`src/rtl/factor_pkg.sv`:
```
// Shared definitions for the factoring job controller.
//   state_t      : controller state encoding (also exported on the debug port)
//   STATUS_*     : response status codes
//   SEED_STEP    : amount added to the LFSR seed between machine runs
package factor_pkg;

  typedef enum logic [2:0] {
    ST_IDLE    = 3'd0,
    ST_SETTLE  = 3'd1,
    ST_RUN     = 3'd2,
    ST_CHECK   = 3'd3,
    ST_RESPOND = 3'd4
  } state_t;

  localparam logic [1:0] STATUS_OK      = 2'b00;
  localparam logic [1:0] STATUS_TIMEOUT = 2'b01;
  localparam logic [1:0] STATUS_BAD_N   = 2'b10;
  localparam logic [1:0] STATUS_ABORT   = 2'b11;

  // Golden-ratio constant: consecutive seeds land far apart in LFSR space.
  localparam logic [31:0] SEED_STEP = 32'h9E3779B9;

endpackage

```
`src/rtl/factor_check.sv`:
```
// Product check for one machine run.
// On i_load the full-width product i_X*i_Y is registered together with the
// verdict "product equals N and neither factor is 1". Both stay held until
// the next load, so the controller reads a stable verdict in its CHECK cycle.
// Ports:
//   clk, rst          : clock, asynchronous active-high reset
//   i_load            : capture the current machine result
//   i_X, i_Y          : candidate factors (MAX_N_DIGIT/2 bits)
//   i_N               : number being factored (MAX_N_DIGIT bits)
//   o_product         : registered X*Y
//   o_match           : registered success verdict
module factor_check #(
  parameter int MAX_N_DIGIT = 64
) (
  input  logic                       clk,
  input  logic                       rst,
  input  logic                       i_load,
  input  logic [MAX_N_DIGIT/2-1:0]   i_X,
  input  logic [MAX_N_DIGIT/2-1:0]   i_Y,
  input  logic [MAX_N_DIGIT-1:0]     i_N,
  output logic [MAX_N_DIGIT-1:0]     o_product,
  output logic                       o_match
);

  localparam logic [MAX_N_DIGIT/2-1:0] ONE = {{(MAX_N_DIGIT/2-1){1'b0}}, 1'b1};

  logic [MAX_N_DIGIT-1:0] product_w;
  logic                   match_w;
  logic [MAX_N_DIGIT-1:0] product_q;
  logic                   match_q;

  // Two half-width operands: a MAX_N_DIGIT-bit product never overflows.
  assign product_w = MAX_N_DIGIT'(i_X) * MAX_N_DIGIT'(i_Y);
  // A factor of 1 is the trivial factorisation and counts as a failed run.
  assign match_w   = (product_w == i_N) && (i_X != ONE) && (i_Y != ONE);

  always_ff @(posedge clk or posedge rst) begin
    if (rst) begin
      product_q <= '0;
      match_q   <= 1'b0;
    end else if (i_load) begin
      product_q <= product_w;
      match_q   <= match_w;
    end
  end

  assign o_product = product_q;
  assign o_match   = match_q;

endmodule

```
`src/rtl/factor_job_controller.sv`:
```
// Job controller wrapping a sampling-based factoring machine.
// A job (N, seed) is accepted in IDLE, the machine is held in init for
// SETTLE_CYCLES, started, and its result checked; failed runs are retried
// with a stepped seed up to MAX_RETRY runs, then a response is returned.
// Ports:
//   clk, rst                        : clock, asynchronous active-high reset
//   i_req_valid/o_req_ready         : request handshake, i_req_N, i_req_seed
//   i_abort                         : cancel the job in SETTLE/RUN/CHECK
//   o_N_MSB/MID/LSB, o_seed         : machine operands, stable for the job
//   o_operation_start               : machine run enable
//   i_operation_end/count, i_X, i_Y: machine result
//   o_rsp_valid/i_rsp_ready         : response handshake with X, Y, status,
//                                     runs and saturating total op count
//   o_dbg_state, o_dbg_product      : controller state and last product
// Handshake rule (both sides): a transfer happens on the rising edge where
// valid and ready are both 1; valid and its payload stay stable until then.
module factor_job_controller
  import factor_pkg::*;
#(
  parameter int MAX_N_DIGIT   = 64,
  parameter int COUNTER_BIT   = 32,
  parameter int MAX_RETRY     = 4,
  parameter int SETTLE_CYCLES = 2
) (
  input  logic                         clk,
  input  logic                         rst,
  input  logic                         i_req_valid,
  output logic                         o_req_ready,
  input  logic [MAX_N_DIGIT-1:0]       i_req_N,
  input  logic [31:0]                  i_req_seed,
  input  logic                         i_abort,
  output logic [3:0]                   o_N_MSB,
  output logic [MAX_N_DIGIT/2-3:0]     o_N_MID,
  output logic [MAX_N_DIGIT/2-3:0]     o_N_LSB,
  output logic [31:0]                  o_seed,
  output logic                         o_operation_start,
  input  logic                         i_operation_end,
  input  logic [COUNTER_BIT-1:0]       i_operation_count,
  input  logic [MAX_N_DIGIT/2-1:0]     i_X,
  input  logic [MAX_N_DIGIT/2-1:0]     i_Y,
  output logic                         o_rsp_valid,
  input  logic                         i_rsp_ready,
  output logic [MAX_N_DIGIT/2-1:0]     o_rsp_X,
  output logic [MAX_N_DIGIT/2-1:0]     o_rsp_Y,
  output logic [1:0]                   o_rsp_status,
  output logic [2:0]                   o_rsp_runs,
  output logic [COUNTER_BIT+2:0]       o_rsp_total_count,
  output state_t                       o_dbg_state,
  output logic [MAX_N_DIGIT-1:0]       o_dbg_product
);

  localparam int HW = MAX_N_DIGIT / 2;
  localparam int CW = COUNTER_BIT + 3;
  localparam int SW = (SETTLE_CYCLES > 1) ? $clog2(SETTLE_CYCLES) : 1;
  localparam logic [SW-1:0] SETTLE_LAST = SW'(SETTLE_CYCLES - 1);
  localparam logic [2:0]    RETRY_LIMIT = 3'(MAX_RETRY);

  state_t                 state_q, state_d;
  logic                   alive_q;
  logic [MAX_N_DIGIT-1:0] n_q;
  logic [31:0]            seed_q;
  logic [HW-1:0]          x_q, y_q;
  logic [2:0]             runs_q;
  logic [CW-1:0]          total_q;
  logic [1:0]             status_q;
  logic [SW-1:0]          settle_q;

  logic                   accept_w;
  logic                   bad_n_w;
  logic                   capture_w;
  logic                   match_w;
  logic                   settle_done_w;
  logic                   last_run_w;
  logic [CW:0]            total_sum_w;

  assign accept_w      = (state_q == ST_IDLE) && alive_q && i_req_valid;
  assign bad_n_w       = !i_req_N[0] || (i_req_N < MAX_N_DIGIT'(9));
  // Abort wins over a simultaneous end: the result is not captured.
  assign capture_w     = (state_q == ST_RUN) && i_operation_end && !i_abort;
  assign settle_done_w = (settle_q == SETTLE_LAST);
  assign last_run_w    = (runs_q == RETRY_LIMIT);
  assign total_sum_w   = {1'b0, total_q} + (CW+1)'(i_operation_count);

  factor_check #(
    .MAX_N_DIGIT(MAX_N_DIGIT)
  ) u_check (
    .clk       (clk),
    .rst       (rst),
    .i_load    (capture_w),
    .i_X       (i_X),
    .i_Y       (i_Y),
    .i_N       (n_q),
    .o_product (o_dbg_product),
    .o_match   (match_w)
  );

  // State register
  always_ff @(posedge clk or posedge rst) begin
    if (rst) state_q <= ST_IDLE;
    else     state_q <= state_d;
  end

  // Next-state logic
  always_comb begin
    state_d = state_q;
    unique case (state_q)
      ST_IDLE:    if (accept_w) state_d = bad_n_w ? ST_RESPOND : ST_SETTLE;
      ST_SETTLE:  if (i_abort) state_d = ST_RESPOND;
                  else if (settle_done_w) state_d = ST_RUN;
      ST_RUN:     if (i_abort) state_d = ST_RESPOND;
                  else if (i_operation_end) state_d = ST_CHECK;
      ST_CHECK:   if (i_abort || match_w || last_run_w) state_d = ST_RESPOND;
                  else state_d = ST_SETTLE;
      ST_RESPOND: if (i_rsp_ready) state_d = ST_IDLE;
      default:    state_d = ST_IDLE;
    endcase
  end

  // State-decoded outputs
  always_comb begin
    o_req_ready       = 1'b0;
    o_operation_start = 1'b0;
    o_rsp_valid       = 1'b0;
    unique case (state_q)
      ST_IDLE:    o_req_ready       = alive_q;
      ST_RUN:     o_operation_start = 1'b1;
      ST_RESPOND: o_rsp_valid       = 1'b1;
      default:    ;
    endcase
  end

  // Keeps o_req_ready low during reset and raises it on the first edge after.
  always_ff @(posedge clk or posedge rst) begin
    if (rst) alive_q <= 1'b0;
    else     alive_q <= 1'b1;
  end

  // Job datapath: operands, captured result, counters and status
  always_ff @(posedge clk or posedge rst) begin
    if (rst) begin
      n_q      <= '0;
      seed_q   <= '0;
      x_q      <= '0;
      y_q      <= '0;
      runs_q   <= '0;
      total_q  <= '0;
      status_q <= STATUS_OK;
      settle_q <= '0;
    end else begin
      unique case (state_q)
        ST_IDLE: if (accept_w) begin
          n_q      <= i_req_N;
          seed_q   <= i_req_seed;
          x_q      <= '0;
          y_q      <= '0;
          runs_q   <= '0;
          total_q  <= '0;
          settle_q <= '0;
          status_q <= bad_n_w ? STATUS_BAD_N : STATUS_OK;
        end
        ST_SETTLE: begin
          if (i_abort) status_q <= STATUS_ABORT;
          else if (!settle_done_w) settle_q <= settle_q + 1'b1;
        end
        ST_RUN: begin
          if (i_abort) status_q <= STATUS_ABORT;
          else if (capture_w) begin
            x_q     <= i_X;
            y_q     <= i_Y;
            runs_q  <= runs_q + 1'b1;
            total_q <= total_sum_w[CW] ? '1 : total_sum_w[CW-1:0];
          end
        end
        ST_CHECK: begin
          if (i_abort)         status_q <= STATUS_ABORT;
          else if (match_w)    status_q <= STATUS_OK;
          else if (last_run_w) status_q <= STATUS_TIMEOUT;
          else begin
            seed_q   <= seed_q + SEED_STEP;
            settle_q <= '0;
          end
        end
        default: ;
      endcase
    end
  end

  assign o_N_MSB           = n_q[MAX_N_DIGIT-1 -: 4];
  assign o_N_MID           = n_q[MAX_N_DIGIT-5 -: HW-2];
  assign o_N_LSB           = n_q[HW-3:0];
  assign o_seed            = seed_q;
  assign o_rsp_X           = x_q;
  assign o_rsp_Y           = y_q;
  assign o_rsp_status      = status_q;
  assign o_rsp_runs        = runs_q;
  assign o_rsp_total_count = total_q;
  assign o_dbg_state       = state_q;

endmodule

```
`config.mk`:
```
export PLATFORM = sky130hd
export DESIGN_NAME = factor_job_controller
export DESIGN_NICKNAME = d
export VERILOG_FILES = /design/src/rtl/factor_pkg.sv /design/src/rtl/factor_check.sv /design/src/rtl/factor_job_controller.sv
export SDC_FILE = /design/constraint.sdc
export NUM_CORES = 2
export LEC_CHECK = 0
export BUFFER_PORTS_ARGS = -buffer_cell sky130_fd_sc_hd__buf_2
export CORE_ASPECT_RATIO = 1.25
export CORE_MARGIN = 5
export CORE_UTILIZATION = 55
export CTS_CLUSTER_DIAMETER = 80
export DETAILED_ROUTE_END_ITERATION = 10
export PLACE_DENSITY = 0.72
export SYNTH_ARGS = -nofsm -noshare
export SYNTH_HDL_FRONTEND = slang
export SYNTH_SLANG_ARGS = --single-unit
```
`constraint.sdc`:
```
create_clock -name clk -period 11.3 [get_ports clk]
set_input_delay 1.13 -clock clk [delete_from_list [all_inputs] [get_ports clk]]
set_output_delay 1.13 -clock clk [all_outputs]
set_load 0.05 [all_outputs]
```
-- Word-level counts from Yosys, hierarchy flattened
Index checks and enable logic that the tools add are counted.
- register bits: 270
- latch bits: 0
- output and inout port bits: 270
- input port bits: 198
- memories: 0
- word-level logic and storage cells: 108
- bits in writable memories: 0
- bits in read-only memories: 0
- reductions and logical operators: 23
- eq/ne operators: 20
- bitwise operators: 0
- shift operators: 0
- add/subtract/negate cells: 4
- multiplexer cells: 47
- magnitude comparators: 1
- multipliers: 1
- div/mod/pow operators: 0
- operators with widths (kind ; count):
    $mux 32 ; 9
    $pmux 32 s2 ; 3
    $mux 35 ; 4
    $pmux 35 s2 ; 1
    $eq 64x64->1 ; 1
    $lt 64x4->1 const B ; 1
    $mul 32x32->64 ; 1
    $ne 32x1->1 const B ; 2
    $add 35x32->36 ; 1
    $mux 3 ; 11
    $add 32x32->32 const B ; 1
    $ne 2x2->1 const B ; 8
    $pmux 3 s5 ; 1
    $mux 2 ; 6
    $reduce_and 4->1 ; 3
    $mux 1 ; 9
    $eq 3x2->1 const B ; 2
    $eq 3x3->1 const B ; 2
    $logic_and 1x1->1 ; 6
    $ne 3x3->1 const B ; 2
    $pmux 2 s3 ; 1
    $pmux 3 s2 ; 1
    $reduce_and 6->1 ; 1
    $reduce_bool 3->1 ; 2
    13 further kinds ; 17

-- Depth between registers and ports, before layout
- depth after elaboration: 6
- depth in mapped cells: 33
- depth with buffers taken out: 30

-- By module
A second synthesis with hierarchy kept.
- cells, all modules: 5348
- area, all modules: 48738.0 um^2
- by module, submodules not included (module ; instances ; sequential area each (um^2) ; cells an instance ; area an instance (um^2)):
    factor_check ; 1 ; 1626.6 ; 4207 ; 38165.4
    factor_job_controller ; 1 ; 5129.9 ; 1141 ; 10572.6

-- Worst setup path before layout
OpenSTA, ideal clock, no wires.
- kind: input port to flip-flop
- start point: input i_X[25]
- end point: register u_check.match_q (netlist: u_check.o_match)
- slack: 2.630 ns
- cell stages on the path: 28
- path buffers: 3
- required time: 11.234 ns
- arrival: 8.604 ns
- library setup time: 0.066 ns
- cell sequence: clkbuf_1 clkbuf_1 nand2_1 fa_1 fa_1 fa_1 fa_1 inv_1 fa_1 fa_1 fa_1 inv_1 fa_1 inv_1 ha_1 clkbuf_1 nand2_1 nor4_1 a22o_1 o21ai_1 o21a_1 o211a_1 xnor2_1 a2111oi_1 o2111ai_1 nor4_1 nand4_1 nand2_1
- longest elaborated chain between the ends: 4
- elaborated cells on any way between the ends: 5
- classes of those cells: mul (1); eq/ne (2); reduce/logical (2)
- ends and longest elaborated chain (what ; line ; text):
    start, declared ; factor_job_controller.sv:39 ; input logic [MAX_N_DIGIT/2-1:0] i_X,
    $mul 32x32->64 ; factor_check.sv:33 ; assign product_w = MAX_N_DIGIT'(i_X) * MAX_N_DIGIT'(i_Y);
    $eq 64x64->1 ; factor_check.sv:35 ; assign match_w = (product_w == i_N) && (i_X != ONE) && (i_Y != ONE);
    $logic_and 1x1->1 * (2 in a row) ; factor_check.sv:35 ;
    end signal, assigned ; factor_check.sv:43 ; match_q <= match_w;
    end, declared ; factor_check.sv:30 ; logic match_q;
Every way passes the cells marked *; elsewhere a longest branch is shown, timed or not.
A chain may end at the register's enable or synchronous reset.

-- Final worst setup path
- start point: input i_X[27]
- end point: register u_check.match_q (netlist: u_check.o_match)
The elaborated chain is that of the path after synthesis.

==> impl_summary.log <==
[metrics] result of the run: finished clean
[metrics] 1st-iter DRT viols: 2521
[metrics] reg-to-reg setup timing slack: 6.67 ns
[metrics] endpoint of the worst hold path: u_check.o_product[2]
[metrics] aggregate global-route resource usage: 33.4%
[metrics] detailed-route vias per instance: 5.77
[metrics] Wirelength per Cell: 22.8 um
[metrics] top cell type by total area after synthesis: fa_1
[metrics] Worst-Margin Slew: 1.03 ns
[metrics] HPWL reported at the end of detailed placement: 121000 um
[metrics] endpoints failing hold: 0
[metrics] length of the first detailed-routing pass in iterations: 5
[metrics] Setup-failing EPs final: 0
[metrics] overflow left after global routing: 0
[metrics] final weighted congestion in routability-driven placement: 0.984
[metrics] top post-synthesis cells by area: fa_1 37%, dfrtp_1 14%, and2_1 7.8%
[metrics] Hold Buf Count CTS: 0
[metrics] Final nets: 6915
[metrics] count of cell types in the netlist: 93
[metrics] final critical path time including I/O delays and setup: 9.66 ns
[metrics] Async S/R FF share, synth: 100%
[metrics] number of buffers added for setup after CTS: 0
[metrics] die area: 0.0933 mm^2
[metrics] Fmax: 104 MHz
[metrics] fraction of synthesized cell area taken by the top area cell type: 37.4%
[metrics] main combinational cell family by area after synthesis: adder cells
[metrics] worst-path maximum fanout: 18
[metrics] critical register-to-register path endpoint: u_check.o_match
[metrics] top-level port count: 468
[metrics] clk_skew: 0.0287 ns
[metrics] row count: 121
[metrics] Starting Density: 55.2%
[metrics] length in cells of the worst reg-to-reg path: 12
[metrics] cell depth of the worst min-delay path: 2
[metrics] cts repair resizes: 0
[metrics] multiplexer fraction of the synthesized cell area: 0.175%
[metrics] DRC: 0
[metrics] CTS tree: built
[metrics] CTS root buffer: clkbuf_16
[metrics] setup repair after global routing missed its margin: false
[metrics] Clk pin slew, worst setup/hold paths: 0.06 ns
[metrics] fraction of final layout cells sized beyond drive strength 1: 11.0%
[metrics] most numerous cell types in the synthesized netlist: 908 x inv_1, 897 x fa_1, 844 x nand2_1
[metrics] Final Routed Wirelength: 153000 um
[metrics] number of flops mapped to enable cells by yosys: 0
[metrics] post-synthesis area per instance: 9.04 um^2
[metrics] overall die width: 274 um
[metrics] prevailing post-synth register cell: dfrtp_1
[metrics] height of the die: 340 um
[metrics] ratio of final minimum period to clock period: 85.5%
[metrics] Slew HR: 30.9%
[metrics] total number of yosys warnings: 0
[metrics] HP Start: u_check.o_product[2]
[metrics] via count of the first global-routing pass: 41700
[metrics] Final Cell Area: 0.0520 mm^2
[metrics] Post-Synthesis Cells: 5308
[metrics] launching point of the worst reg2reg path: o_dbg_state[1]
[metrics] standard cell core area: 0.0869 mm^2
[metrics] class of the most critical setup path: input pin to flip-flop
[metrics] max-capacitance violation count: 0
[metrics] placed standard-cell area: 0.0508 mm^2
[metrics] number of sinks handled by clock tree synthesis: 270
[metrics] Critical Path End Type: flip-flop
[metrics] sort of element at the start of the critical path: input pin
[metrics] Total Neg Setup Slack: 0 ns
[metrics] number of nets in the synthesized netlist: 6701
[metrics] slowest stage cell on the critical path: nor4_1
[metrics] total of flip-flops plus latches after synthesis: 270
[metrics] Post-Synthesis Cell Area: 0.0480 mm^2
[metrics] pin count of the biggest net entering global routing: 108
[metrics] sequential element share of the synthesized area: 14.1%
[metrics] number of H-tree levels: 2
[metrics] fin. max-slew vios: 0
[metrics] detailed-route via count: 38800
[metrics] delay of the slowest cell on the worst path: 0.57 ns
[metrics] basic-gate share of the synthesized area counting and, or, nand and nor cells: 18.2%
[metrics] number of buffers created by CTS: 36
[metrics] share of synthesized cell area in full adder, half adder and majority cells: 45.2%
[metrics] layout-stage area growth over the synthesis result: 8.51%
[metrics] data arrival at the endpoint of the critical path: 10.19 ns
[metrics] first-pass GRT wire length: 242000 um
[metrics] dominant cell by count in the synthesized netlist: inv_1
[metrics] compound-gate portion of the synthesized area: 9.54%
[metrics] number of nets with antenna violations after routing: 0
[metrics] required time of the worst setup path: 11.83 ns
[metrics] worst-case clock buffer depth: 3
[metrics] initial antenna violation count: 12
[metrics] post-synthesis xor/xnor area fraction: 3.06%
[metrics] source-to-sink clock delay at the later pin of the worst-skew pair: 0.59 ns
[metrics] cell with the most instances on the worst path: fa_1
[metrics] count of input and output buffers: 467
[metrics] worst hold path type: flip-flop to flip-flop
## worst max-delay path by stage
| stage | slack [ns] | from | endpoint | cells after the start |
|---|---|---|---|---|
| finish | 1.64 | i_X[27] | u_check.o_match | 29 |
| global placement | 1.20 | i_X[27] | u_check.o_match | 29 |
| detailed placement | 1.11 | i_X[27] | u_check.o_match | 29 |
| CTS | 1.71 | i_X[27] | u_check.o_match | 29 |
| global route | 1.37 | i_X[10] | u_check.o_match | 26 |
| floorplan | 2.63 | i_X[25] | u_check.o_match | 28 |
## flip-flops by register name, indices dropped and copies added, names as in the netlist
name               cells
alive_q                1
n_q                   64
o_dbg_state            3
o_rsp_X               32
o_rsp_Y               32
o_rsp_runs             3
o_rsp_status           2
o_rsp_total_count     35
o_seed                32
settle_done_w          1
u_check.o_match        1
u_check.o_product     64
## stage by stage
stage	hold WS, ns	setup slack [ns]	std cells	util, %
after floorplan	0.463	2.63	5308	-
after global placement	0.446	1.20	6652	58.5
after detailed placement	0.457	1.11	6652	58.5
after CTS	0.475	1.71	6714	59.9
after global routing	0.502	1.37	6717	59.9
final	0.470	1.64	6721	59.9
## kinds of logic (layout without fill, tap and decap cells)
| logic type | count (synthesis) | in the layout |
|---|---|---|
| multiplexers | 8 | 8 |
| adder cells (fa/ha/maj) | 1195 | 1195 |
| flip-flops | 270 | 270 |
| XOR/XNOR | 136 | 136 |
| AND/OR/NAND/NOR | 1773 | 1773 |
| other | 1 | 8 |
| AO/OA/AOI/OAI | 693 | 693 |
| buffers and inverters | 1232 | 1470 |
## metal layers
metal | vias to the layer above | global-route usage, % | routed length (um)
met5 | - | 0 | 93
met4 | 16 | 13.5 | 7320
met3 | 378 | 8.44 | 15300
met2 | 1831 | 54.7 | 72900
met1 | 19700 | 42.7 | 57600
li1 | 16900 | - | -
## critical path, delay by kind of cell
family / cells / cell delay (ns)
fa+ha+maj: 9 / 4.38
compound gates: 7 / 1.93
simple gates: 5 / 1.37
buf+inv: 8 / 1.34
## area by class of cell
class,count,area [um^2]
well taps,1168,1460
clock buffers,42,933
flip-flops and latches,270,6760
inverters,908,3420
fillers,7672,34900
multi-input cells,3806,36600
repair buffers,500,2580
diodes,7,17.5
clock inverters,20,263
## placed cells by master, fill, tap and decap left out, types with 65 or more instances in the layout
cell / count
inv_1: 907
fa_1: 897
nand2_1: 843
and2_1: 595
buf_2: 467
ha_1: 298
dfrtp_1: 270
a21oi_1: 189
o21ai_0: 144
nor2_1: 87
a22o_1: 70
xnor2_1: 65
Power is not shown: default switching activity piles up to over one toggle a cycle in this logic, so the estimate is an artifact.
